$ cat src/rtl/vga_fb_arbiter_if.sv
// Writer port and frame-buffer RAM port of the arbiter, bundled as one bus.
// The master side is the arbiter: it owns the RAM controls and wr_ready.
// The slave side is the environment: pixel writer and RAM model.
interface vga_fb_arbiter_if #(
  parameter int ADDR_W = 19,
  parameter int DATA_W = 8
);
  logic              wr_valid;
  logic              wr_ready;
  logic [ADDR_W-1:0] wr_addr;
  logic [DATA_W-1:0] wr_data;
  logic [ADDR_W-1:0] mem_addr;
  logic              mem_we;
  logic [DATA_W-1:0] mem_wdata;
  logic [DATA_W-1:0] mem_rdata;

  modport master (
    input  wr_valid, wr_addr, wr_data, mem_rdata,
    output wr_ready, mem_addr, mem_we, mem_wdata
  );

  modport slave (
    output wr_valid, wr_addr, wr_data, mem_rdata,
    input  wr_ready, mem_addr, mem_we, mem_wdata
  );
endinterface

$ cat src/rtl/vga_fb_arbiter.sv
// Single-port frame-buffer arbiter. Display fetch owns the RAM during active
// pixels; buffered writer requests drain in every other cycle. Pixels come out
// two cycles after the xpos/ypos they belong to.
module vga_fb_arbiter #(
  parameter int H_ACTIVE   = 800,
  parameter int V_ACTIVE   = 600,
  parameter int ADDR_W     = 19,
  parameter int DATA_W     = 8,
  parameter int FIFO_DEPTH = 4
) (
  input  logic                          clock,
  input  logic                          reset,
  input  logic [10:0]                   xpos,
  input  logic [10:0]                   ypos,
  input  logic                          disp_active,
  input  logic                          display_en,
  vga_fb_arbiter_if.master              bus,
  output logic [DATA_W-1:0]             pix_data,
  output logic                          pix_valid,
  output logic [$clog2(FIFO_DEPTH):0]   fifo_level
);

  localparam int PTR_W = $clog2(FIFO_DEPTH);
  localparam logic [10:0]    H_LIM   = 11'(H_ACTIVE);
  localparam logic [10:0]    V_LIM   = 11'(V_ACTIVE);
  localparam logic [PTR_W:0] LVL_MAX = (PTR_W+1)'(FIFO_DEPTH);

  typedef enum logic {S_WAIT, S_RUN} state_t;

  state_t            state;
  logic [ADDR_W-1:0] fetch_addr;
  logic              fetch_slot;
  logic              d_fetch;
  logic              push, pop;
  logic [PTR_W-1:0]  rd_ptr, wr_ptr;
  logic [ADDR_W-1:0] q_addr [FIFO_DEPTH];
  logic [DATA_W-1:0] q_data [FIFO_DEPTH];

  assign fetch_slot   = (state == S_RUN) && (xpos < H_LIM) && (ypos < V_LIM);
  assign bus.wr_ready = (fifo_level < LVL_MAX);
  assign push         = bus.wr_valid && bus.wr_ready;
  // A freshly pushed entry is not visible until the next cycle, so pop only
  // ever sees entries already stored.
  assign pop          = !fetch_slot && (fifo_level != '0);

  // RAM port mux: fetch has priority, otherwise the FIFO head is written.
  // An idle cycle leaves fetch_addr on the bus as a harmless read.
  assign bus.mem_we    = pop;
  assign bus.mem_addr  = pop ? q_addr[rd_ptr] : fetch_addr;
  assign bus.mem_wdata = q_data[rd_ptr];

  // Display FSM and linear fetch address; start only in vertical blank so a
  // frame is never joined half-way through.
  always_ff @(posedge clock or posedge reset) begin
    if (reset) begin
      state      <= S_WAIT;
      fetch_addr <= '0;
    end else begin
      case (state)
        S_WAIT: if (display_en && ypos >= V_LIM) state <= S_RUN;
        S_RUN:  if (!display_en) state <= S_WAIT;
        default: state <= S_WAIT;
      endcase
      if (state == S_WAIT || ypos >= V_LIM) fetch_addr <= '0;
      else if (fetch_slot)                 fetch_addr <= fetch_addr + ADDR_W'(1);
    end
  end

  // FIFO pointers and occupancy; reset discards any pending writes.
  always_ff @(posedge clock or posedge reset) begin
    if (reset) begin
      rd_ptr     <= '0;
      wr_ptr     <= '0;
      fifo_level <= '0;
    end else begin
      if (push) wr_ptr <= wr_ptr + PTR_W'(1);
      if (pop)  rd_ptr <= rd_ptr + PTR_W'(1);
      case ({push, pop})
        2'b10:   fifo_level <= fifo_level + 1'b1;
        2'b01:   fifo_level <= fifo_level - 1'b1;
        default: fifo_level <= fifo_level;
      endcase
    end
  end

  // FIFO storage; contents are meaningless once the pointers are reset.
  always_ff @(posedge clock) begin
    if (push) begin
      q_addr[wr_ptr] <= bus.wr_addr;
      q_data[wr_ptr] <= bus.wr_data;
    end
  end

  // Output pipeline: d_fetch lines the fetch flag up with mem_rdata and the
  // sync generator's registered disp_active.
  always_ff @(posedge clock or posedge reset) begin
    if (reset) begin
      d_fetch   <= 1'b0;
      pix_data  <= '0;
      pix_valid <= 1'b0;
    end else begin
      d_fetch   <= fetch_slot;
      pix_valid <= disp_active && d_fetch;
      pix_data  <= (disp_active && d_fetch) ? bus.mem_rdata : '0;
    end
  end

endmodule

$ cat src/flat_wrapper.sv
// flat-port wrapper written by rule: the top's interface ports become plain ports
module vga_fb_arbiter_flat 
#(
  parameter int H_ACTIVE   = 800,
  parameter int V_ACTIVE   = 600,
  parameter int ADDR_W     = 19,
  parameter int DATA_W     = 8,
  parameter int FIFO_DEPTH = 4
)
  (clock, reset, xpos, ypos, disp_active, display_en, pix_data, pix_valid, fifo_level, bus_wr_valid, bus_wr_addr, bus_wr_data, bus_mem_rdata, bus_wr_ready, bus_mem_addr, bus_mem_we, bus_mem_wdata);
  vga_fb_arbiter_if #(.ADDR_W(ADDR_W), .DATA_W(DATA_W)) bus_i ();
  input  logic clock;
  input  logic reset;
  input  logic [10:0] xpos;
  input  logic [10:0] ypos;
  input  logic disp_active;
  input  logic display_en;
  output logic [DATA_W-1:0] pix_data;
  output logic pix_valid;
  output logic [$clog2(FIFO_DEPTH):0] fifo_level;
  input wire logic [$bits(bus_i.wr_valid)-1:0] bus_wr_valid;
  input wire logic [$bits(bus_i.wr_addr)-1:0] bus_wr_addr;
  input wire logic [$bits(bus_i.wr_data)-1:0] bus_wr_data;
  input wire logic [$bits(bus_i.mem_rdata)-1:0] bus_mem_rdata;
  output wire logic [$bits(bus_i.wr_ready)-1:0] bus_wr_ready;
  output wire logic [$bits(bus_i.mem_addr)-1:0] bus_mem_addr;
  output wire logic [$bits(bus_i.mem_we)-1:0] bus_mem_we;
  output wire logic [$bits(bus_i.mem_wdata)-1:0] bus_mem_wdata;
  assign bus_i.wr_valid = bus_wr_valid;
  assign bus_i.wr_addr = bus_wr_addr;
  assign bus_i.wr_data = bus_wr_data;
  assign bus_i.mem_rdata = bus_mem_rdata;
  assign bus_wr_ready = bus_i.wr_ready;
  assign bus_mem_addr = bus_i.mem_addr;
  assign bus_mem_we = bus_i.mem_we;
  assign bus_mem_wdata = bus_i.mem_wdata;
  vga_fb_arbiter #(.H_ACTIVE(H_ACTIVE), .V_ACTIVE(V_ACTIVE), .ADDR_W(ADDR_W), .DATA_W(DATA_W), .FIFO_DEPTH(FIFO_DEPTH)) u_core (.clock(clock), .reset(reset), .xpos(xpos), .ypos(ypos), .disp_active(disp_active), .display_en(display_en), .bus(bus_i), .pix_data(pix_data), .pix_valid(pix_valid), .fifo_level(fifo_level));
endmodule
$ cat config.mk
export PLATFORM = sky130hd
export DESIGN_NAME = vga_fb_arbiter_flat
export DESIGN_NICKNAME = d
export VERILOG_FILES = /design/src/rtl/vga_fb_arbiter_if.sv /design/src/rtl/vga_fb_arbiter.sv /design/src/flat_wrapper.sv
export SDC_FILE = /design/constraint.sdc
export NUM_CORES = 1
export LEC_CHECK = 0
export BUFFER_PORTS_ARGS = -buffer_cell sky130_fd_sc_hd__clkbuf_2
export CORE_UTILIZATION = 50
export DETAILED_ROUTE_END_ITERATION = 6
export PLACE_DENSITY = 0.72
export SYNTH_ARGS = -nofsm -noshare
export SYNTH_HDL_FRONTEND = slang
export SYNTH_SLANG_ARGS = --single-unit
$ cat constraint.sdc
create_clock -name clock -period 5.42 [get_ports clock]
set_input_delay 0.271 -clock clock [delete_from_list [all_inputs] [get_ports clock]]
set_output_delay 0.271 -clock clock [all_outputs]
set_load 0.02 [all_outputs]
# Word level (Yosys, flattened, before mapping)
# Memories as Yosys holds them, arrays and structs flattened.
# Index checks and enable logic that the tools add are counted.
# Widths: inputs -> output; s select.
[word_totals]
reg_bits = 37
in_bits = 62
ramBits = 108
out_inout_bits = 41
elab_cells = 43
memories = 2
[mem_list]
columns = ["memory", "depth", "width", "rd", "rd_ports_with_merged_regs", "wr", "line_no", "text"]
rows = [
  ["u_core.q_addr", 4, 19, 1, 0, 1, "vga_fb_arbiter.sv:36", "logic [ADDR_W-1:0] q_addr [FIFO_DEPTH];"],
  ["u_core.q_data", 4, 8, 1, 0, 1, "vga_fb_arbiter.sv:37", "logic [DATA_W-1:0] q_data [FIFO_DEPTH];"],
]
[op_classes]
n_mux = 10
n_reduce_logical = 11
n_addsub = 5
n_bitwise = 1
order_cmp = 4
n_eq_ne = 2
[ops]
columns = ["operator", "count"]
rows = [
  ["$mux 19", 3],
  ["$lt 11x10->1 const B", 2],
  ["$add 19x1->19 const B", 1],
  ["$ge 11x10->1 const B", 1],
  ["$mux 8", 1],
  ["$logic_and 1x1->1", 6],
  ["$pmux 3 s2", 1],
  ["$add 2x1->2 const B", 2],
  ["$mux 1", 4],
  ["$reduce_bool 2->1", 2],
  ["$add 3x1->3 const B", 1],
  ["$lt 3x3->1 const B", 1],
  ["$reduce_bool 3->1", 1],
  ["$sub 3x1->3 const B", 1],
  ["$eq 2x1->1 const B", 1],
  ["$eq 2x2->1 const B", 1],
  ["$pmux 1 s2", 1],
  ["$logic_not 1->1", 1],
  ["$logic_or 1x1->1", 1],
  ["$not 1->1", 1],
]

# Depth between registers and ports, before layout
[logic_depth]
word_depth = 7
depth_mapped = 10
depth_no_buf = 9

# Least setup slack after synthesis
# No wires, ideal clock.
[synth_path]
kind = "register -> register"
start = "reg u_core.fifo_level[0]"
end = "reg u_core.fifo_level[2]"
stages_incl_launch_ff = 10
required_time_ps = 5340
arrival_ps = 2054
period_less_slack_ps = 2135
path_buffers = 1
setup_time_ps = 80
slack_ps = 3285
cell_sequence = "dfrtp_1 nor3_1 a21oi_1 buf_2 ha_1 inv_1 fa_1 xor2_1 nor2_1 xnor2_1"
[synth_via]
elab_chain_len = 4
elab_cells_between_ends = 10
cone_classes = "add/sub (2); order compare (1); eq/ne (2); mux (1); reduce/logical (4)"
[synth_rtl]
columns = ["element", "line_no", "text"]
rows = [
  ["from (decl)", "vga_fb_arbiter.sv:20", "output logic [$clog2(FIFO_DEPTH):0] fifo_level"],
  ["from (signal assigned)", "vga_fb_arbiter.sv:79", "2'b10: fifo_level <= fifo_level + 1'b1;"],
  ["from (signal assigned)", "vga_fb_arbiter.sv:80", "2'b01: fifo_level <= fifo_level - 1'b1;"],
  ["from (signal assigned)", "vga_fb_arbiter.sv:81", "default: fifo_level <= fifo_level;"],
  ["$reduce_bool 3->1 (*)", "vga_fb_arbiter.sv:44", "assign pop = !fetch_slot && (fifo_level != '0);"],
  ["$logic_and 1x1->1 (*)", "vga_fb_arbiter.sv:44", ""],
  ["via bus_mem_we", "flat_wrapper.sv:27", "output wire logic [$bits(bus_i.mem_we)-1:0] bus_mem_we;"],
  ["$eq 2x1->1 / $eq 2x2->1 (equally long branches)", "vga_fb_arbiter.sv:78", "case ({push, pop})"],
  ["$pmux 3 s2 / $reduce_bool 2->1 (equally long branches)", "n/a", ""],
]
# Mark *: on every way through the listed nets, which the timed path passes. The rest lies on a longest branch.
# A chain may end at the register's enable or synchronous reset.

# Worst setup path in the final report
[layout_path]
start = "reg u_core.rd_ptr[0]"
end = "out bus_mem_addr[18]"
[layout_via]
elab_chain_len = 2
[layout_rtl]
columns = ["element", "line_no", "text"]
rows = [
  ["from (decl)", "vga_fb_arbiter.sv:35", "logic [PTR_W-1:0] rd_ptr, wr_ptr;"],
  ["from (signal assigned)", "vga_fb_arbiter.sv:77", "if (pop) rd_ptr <= rd_ptr + PTR_W'(1);"],
  ["$mem_v2 4x19", "n/a", ""],
  ["$mux 19", "vga_fb_arbiter.sv:49", "assign bus.mem_addr = pop ? q_addr[rd_ptr] : fetch_addr;"],
  ["to (decl)", "flat_wrapper.sv:26", "output wire logic [$bits(bus_i.mem_addr)-1:0] bus_mem_addr;"],
]
# Every way passes these cells.

==> results.yml <==
worst_setup_path:
  cp.buffers_inverters: 1
  cp_max_fo: 28
  cp-endpoint: "bus_mem_addr[18]"
  cp_slowest_cell: "dfrtp_2"
  reg2reg_depth: 9
  crit_path_end_kind: "output pin"
  worst-path-stages: 3
  path_class: "register to output pin"
  cp-start-kind: "register"
  critical-path-max-stage-delay_ns: 1.03
  r2r_end: "u_core.fifo_level[2]"
  worstPathRequired_ns: 5.15
  regToRegSetupSlack_ns: 3.09
  path_delay_family: "flip-flops"
  crit_start: "u_core.rd_ptr[0]"
  worstPathArrival_ns: 2.54
  r2r_start: "u_core.state"
  path_cells: "mux4_2 -> mux2_2 -> clkbuf_2"
clocking:
  cts_resized: 0
  cts_buffer_depth: 2
  cts_inserted_buffers: 17
  clk_pin_slew_ns: 0.06
  cts_tree: "built"
  cts_sinks: 145
  cts.htree.levels: 4
  root_buffer: "clkbuf_16"
  clk_latency_ns: 0.41
timing:
  tightest_slew_ns: 1.00
  layout_min_cycle_time_ns: 2.81
  hold_viol: 0
  skew_ns: 0.00746
  period_share: 0.519
  finalSetupViolations: 0
  max_slew_margin: 0.331
  fmax_mhz: 355
  finalSetupTns_ns: 0
  rsz0062_at_grt: "false"
  slew_violations: 0
cells_and_area:
  nets: 515
  utilization: 0.625
  antenna_cells: 0
  area_delta_synth_final_pct: 21.2
  drive_gt1_frac: 0.399
pwr:
  swShare: 0.314
  combPwrFrac: 0.292
  p_leak_nw: 2.79
  ir_worst_vdd_mv: 0.415
  p_per_area_nw_per_um2: 510
  switching_power_mw: 1.15
  pwr-share-seq: 0.398
  p_int_mw: 2.51
  p_clk_frac: 0.310
place:
  post-dp-hpwl_mm: 7.23
  gp_congestion: 0.776
  io_buffers: 94
global_routing:
  grt-ovfl-total: 0
  grt_pass1_vias: 3544
  grt_max_degree: 38
  globalRouteTotalUtil: 0.200
  antenna_found_initial: 0
  grt_pass1_wl_mm: 18.3
synthesis:
  yosys_warnings: 0
  synth-compound-area-share: 0.0374
  syn_nets: 404
  ys_seq_area_frac: 0.705
  avgSynthCellArea_sq_um: 17.7
  yosysUniqueCellTypes: 38
  syn-cell-area_sq_um: 5910
  synth-xor-area-share: 0.0178
  synthAdderAreaFrac: 0.0161
  ys_ff_latch: 145
  syn_inst: 335
  synth_top_family_by_area: "multiplexers"
  synthSimpleGateAreaFrac: 0.0671
  synth_mux_area_frac: 0.142
drt:
  ant_nets: 0
  viasPerCell: 5.47
  via_count: 3295
  routed_wl_mm: 11.0
  drtIter0Drc: 162
  post_drt_wl_per_cell_um: 18.3
  drt-pass1-iter-count: 4
  drc: 0
floorplan:
  core_sq_um: 11500
  die_width_um: 111
  fp-row-count: 39
  pin_count: 103
  start_util: 0.516
  die_y_um: 111
  dieArea_sq_um: 12300
worst_hold_path:
  hold_depth: 1
  hold_path.class: "input port to register"
run:
  max-cap-violations: 0
status:
  outcome: "finished, final reports clean"
-- flip-flops by register name, indices dropped and copies added (netlist names) --
register           count
u_core.q_addr         76
u_core.q_data         32
u_core.fetch_addr     19
u_core.pix_data        8
u_core.fifo_level      3
u_core.rd_ptr          2
u_core.wr_ptr          2
u_core.d_fetch         1
u_core.pix_valid       1
u_core.state           1
-- through the flow --
step | total power, mW | area, sq um | hold WS [ns] | setup WS (ns) | instances
after detailed placement | 2.56 | 6580 | 0.389 | 2.90 | 569
after global routing | 3.85 | 7170 | 0.0556 | 2.42 | 602
final | 3.66 | 7170 | 0.0765 | 2.61 | 602
after floorplan | 2.22 | 5910 | 0.344 | 3.29 | 335
after global placement | 2.54 | 6580 | 0.387 | 2.95 | 569
after CTS | 3.70 | 7170 | 0.0593 | 2.52 | 602
-- Yosys cell counts --
cell / instances / area (sq um)
and3_1: 10 / 62.6
clkbuf_1: 5 / 18.8
inv_1: 11 / 41.3
dfrtp_1: 37 / 926
a21oi_1: 13 / 65.1
nor2_1: 10 / 37.5
edfxtp_1: 108 / 3240
o21a_1: 2 / 15.0
mux4_2: 27 / 608
xor2_1: 4 / 35.0
mux2_2: 19 / 214
o311ai_4: 1 / 26.3
a21boi_0: 1 / 7.51
or4_1: 2 / 15.0
and2_1: 7 / 43.8
a211oi_1: 1 / 7.51
buf_2: 5 / 25.0
fa_1: 1 / 20.0
o21ai_0: 10 / 50.1
nand3_1: 5 / 25.0
nor4_1: 1 / 6.26
nand2_1: 7 / 26.3
o2111ai_1: 1 / 8.76
nand4_2: 2 / 25.0
mux2i_1: 2 / 20.0
nor2b_1: 1 / 6.26
nand2b_1: 1 / 6.26
a21o_1: 1 / 7.51
and4_1: 4 / 35.0
ha_1: 6 / 75.1
nand4_1: 4 / 25.0
o311a_1: 1 / 10.0
o31ai_1: 2 / 15.0
or3_1: 9 / 56.3
xnor2_1: 8 / 70.1
nor2_2: 1 / 6.26
a311oi_1: 1 / 8.76
nor3_1: 4 / 20.0
-- how the worst min path moves through the flow --
stage | startpoint | endpoint
final | bus_wr_addr[6] | u_core.q_addr[3][6]
after global routing | bus_wr_addr[6] | u_core.q_addr[3][6]
after CTS | bus_wr_data[0] | u_core.q_data[2][0]
after detailed placement | reset | u_core.pix_data[5]
after global placement | reset | u_core.pix_data[5]
after floorplan | xpos[10] | u_core.d_fetch
-- layout make-up --
cell class              count  area, sq um
inverters                  11         41.3
flip-flops and latches    145         4170
clock buffers              17          425
multi-input cells         169         1660
repair buffers            102          533
fillers                   818         4300
well taps                 143          179
clock inverters            15          158
-- cell families (layout without fill, tap and decap cells) --
| group | after synthesis | count (layout) |
|---|---|---|
| DFF | 145 | 145 |
| and+or+nand+nor | 68 | 68 |
| muxes | 48 | 48 |
| AOI/OAI and AO/OA | 34 | 34 |
| buffers and inverters | 21 | 145 |
| xor gates and xnor gates | 12 | 12 |
| adders and majority gates | 7 | 7 |
-- worst reg2reg max path: stages (launching register included) --
cell and delay (ns):
dfrtp_1 0.37, nand2b_1 0.10, a311oi_1 0.10, a21oi_2 0.56, ha_1 0.30, inv_1 0.06
fa_1 0.37, xor2_1 0.15, nor2_1 0.13, xnor2_1 0.13
-- layer usage --
metal	global-route usage	share of wire	up-vias	routed length, um
li1	-	-	1544	-
met1	0.250	0.43	1649	4690
met2	0.329	0.51	85	5590
met3	0.0651	0.051	17	564
met4	0.0667	0.015	0	162
met5	0	0	-	0
-- cells in the final DEF, fill, tap and decap left out, types with 4 or more instances in the layout --
| cell type | count |
|---|---|
| or3_1 | 9 |
| inv_6 | 4 |
| clkbuf_16 | 17 |
| buf_4 | 7 |
| and3_1 | 10 |
| mux4_2 | 27 |
| edfxtp_1 | 108 |
| and2_1 | 7 |
| ha_1 | 6 |
| clkinvlp_4 | 4 |
| nand4_1 | 4 |
| nand3_1 | 5 |
| clkbuf_2 | 94 |
| nand2_1 | 7 |
| nor3_1 | 4 |
| xnor2_1 | 8 |
| dfrtp_1 | 36 |
| xor2_1 | 4 |
| mux2_2 | 19 |
| and4_1 | 4 |
| inv_1 | 11 |
| nor2_1 | 10 |
| o21ai_0 | 10 |
| a21oi_1 | 12 |
-- power groups by stage --
stage / Combinational, mW / Sequential, mW / Clock, mW
final: 1.07 / 1.45 / 1.14
after global placement: 1.06 / 1.48 / 0
after detailed placement: 1.08 / 1.48 / 0
after CTS: 1.09 / 1.46 / 1.15
after floorplan: 0.801 / 1.42 / 0
after global routing: 1.16 / 1.48 / 1.21
-- timing repair --
| action | in CTS | in global routing |
|---|---|---|
| hold buffers | 1 | 0 |
| buffers inserted | 0 | 0 |
| endpoints found under the hold margin | 37 | 0 |
| endpoints found under the setup margin | 0 | 0 |
Note: power is estimated with default switching activity, not from simulation.
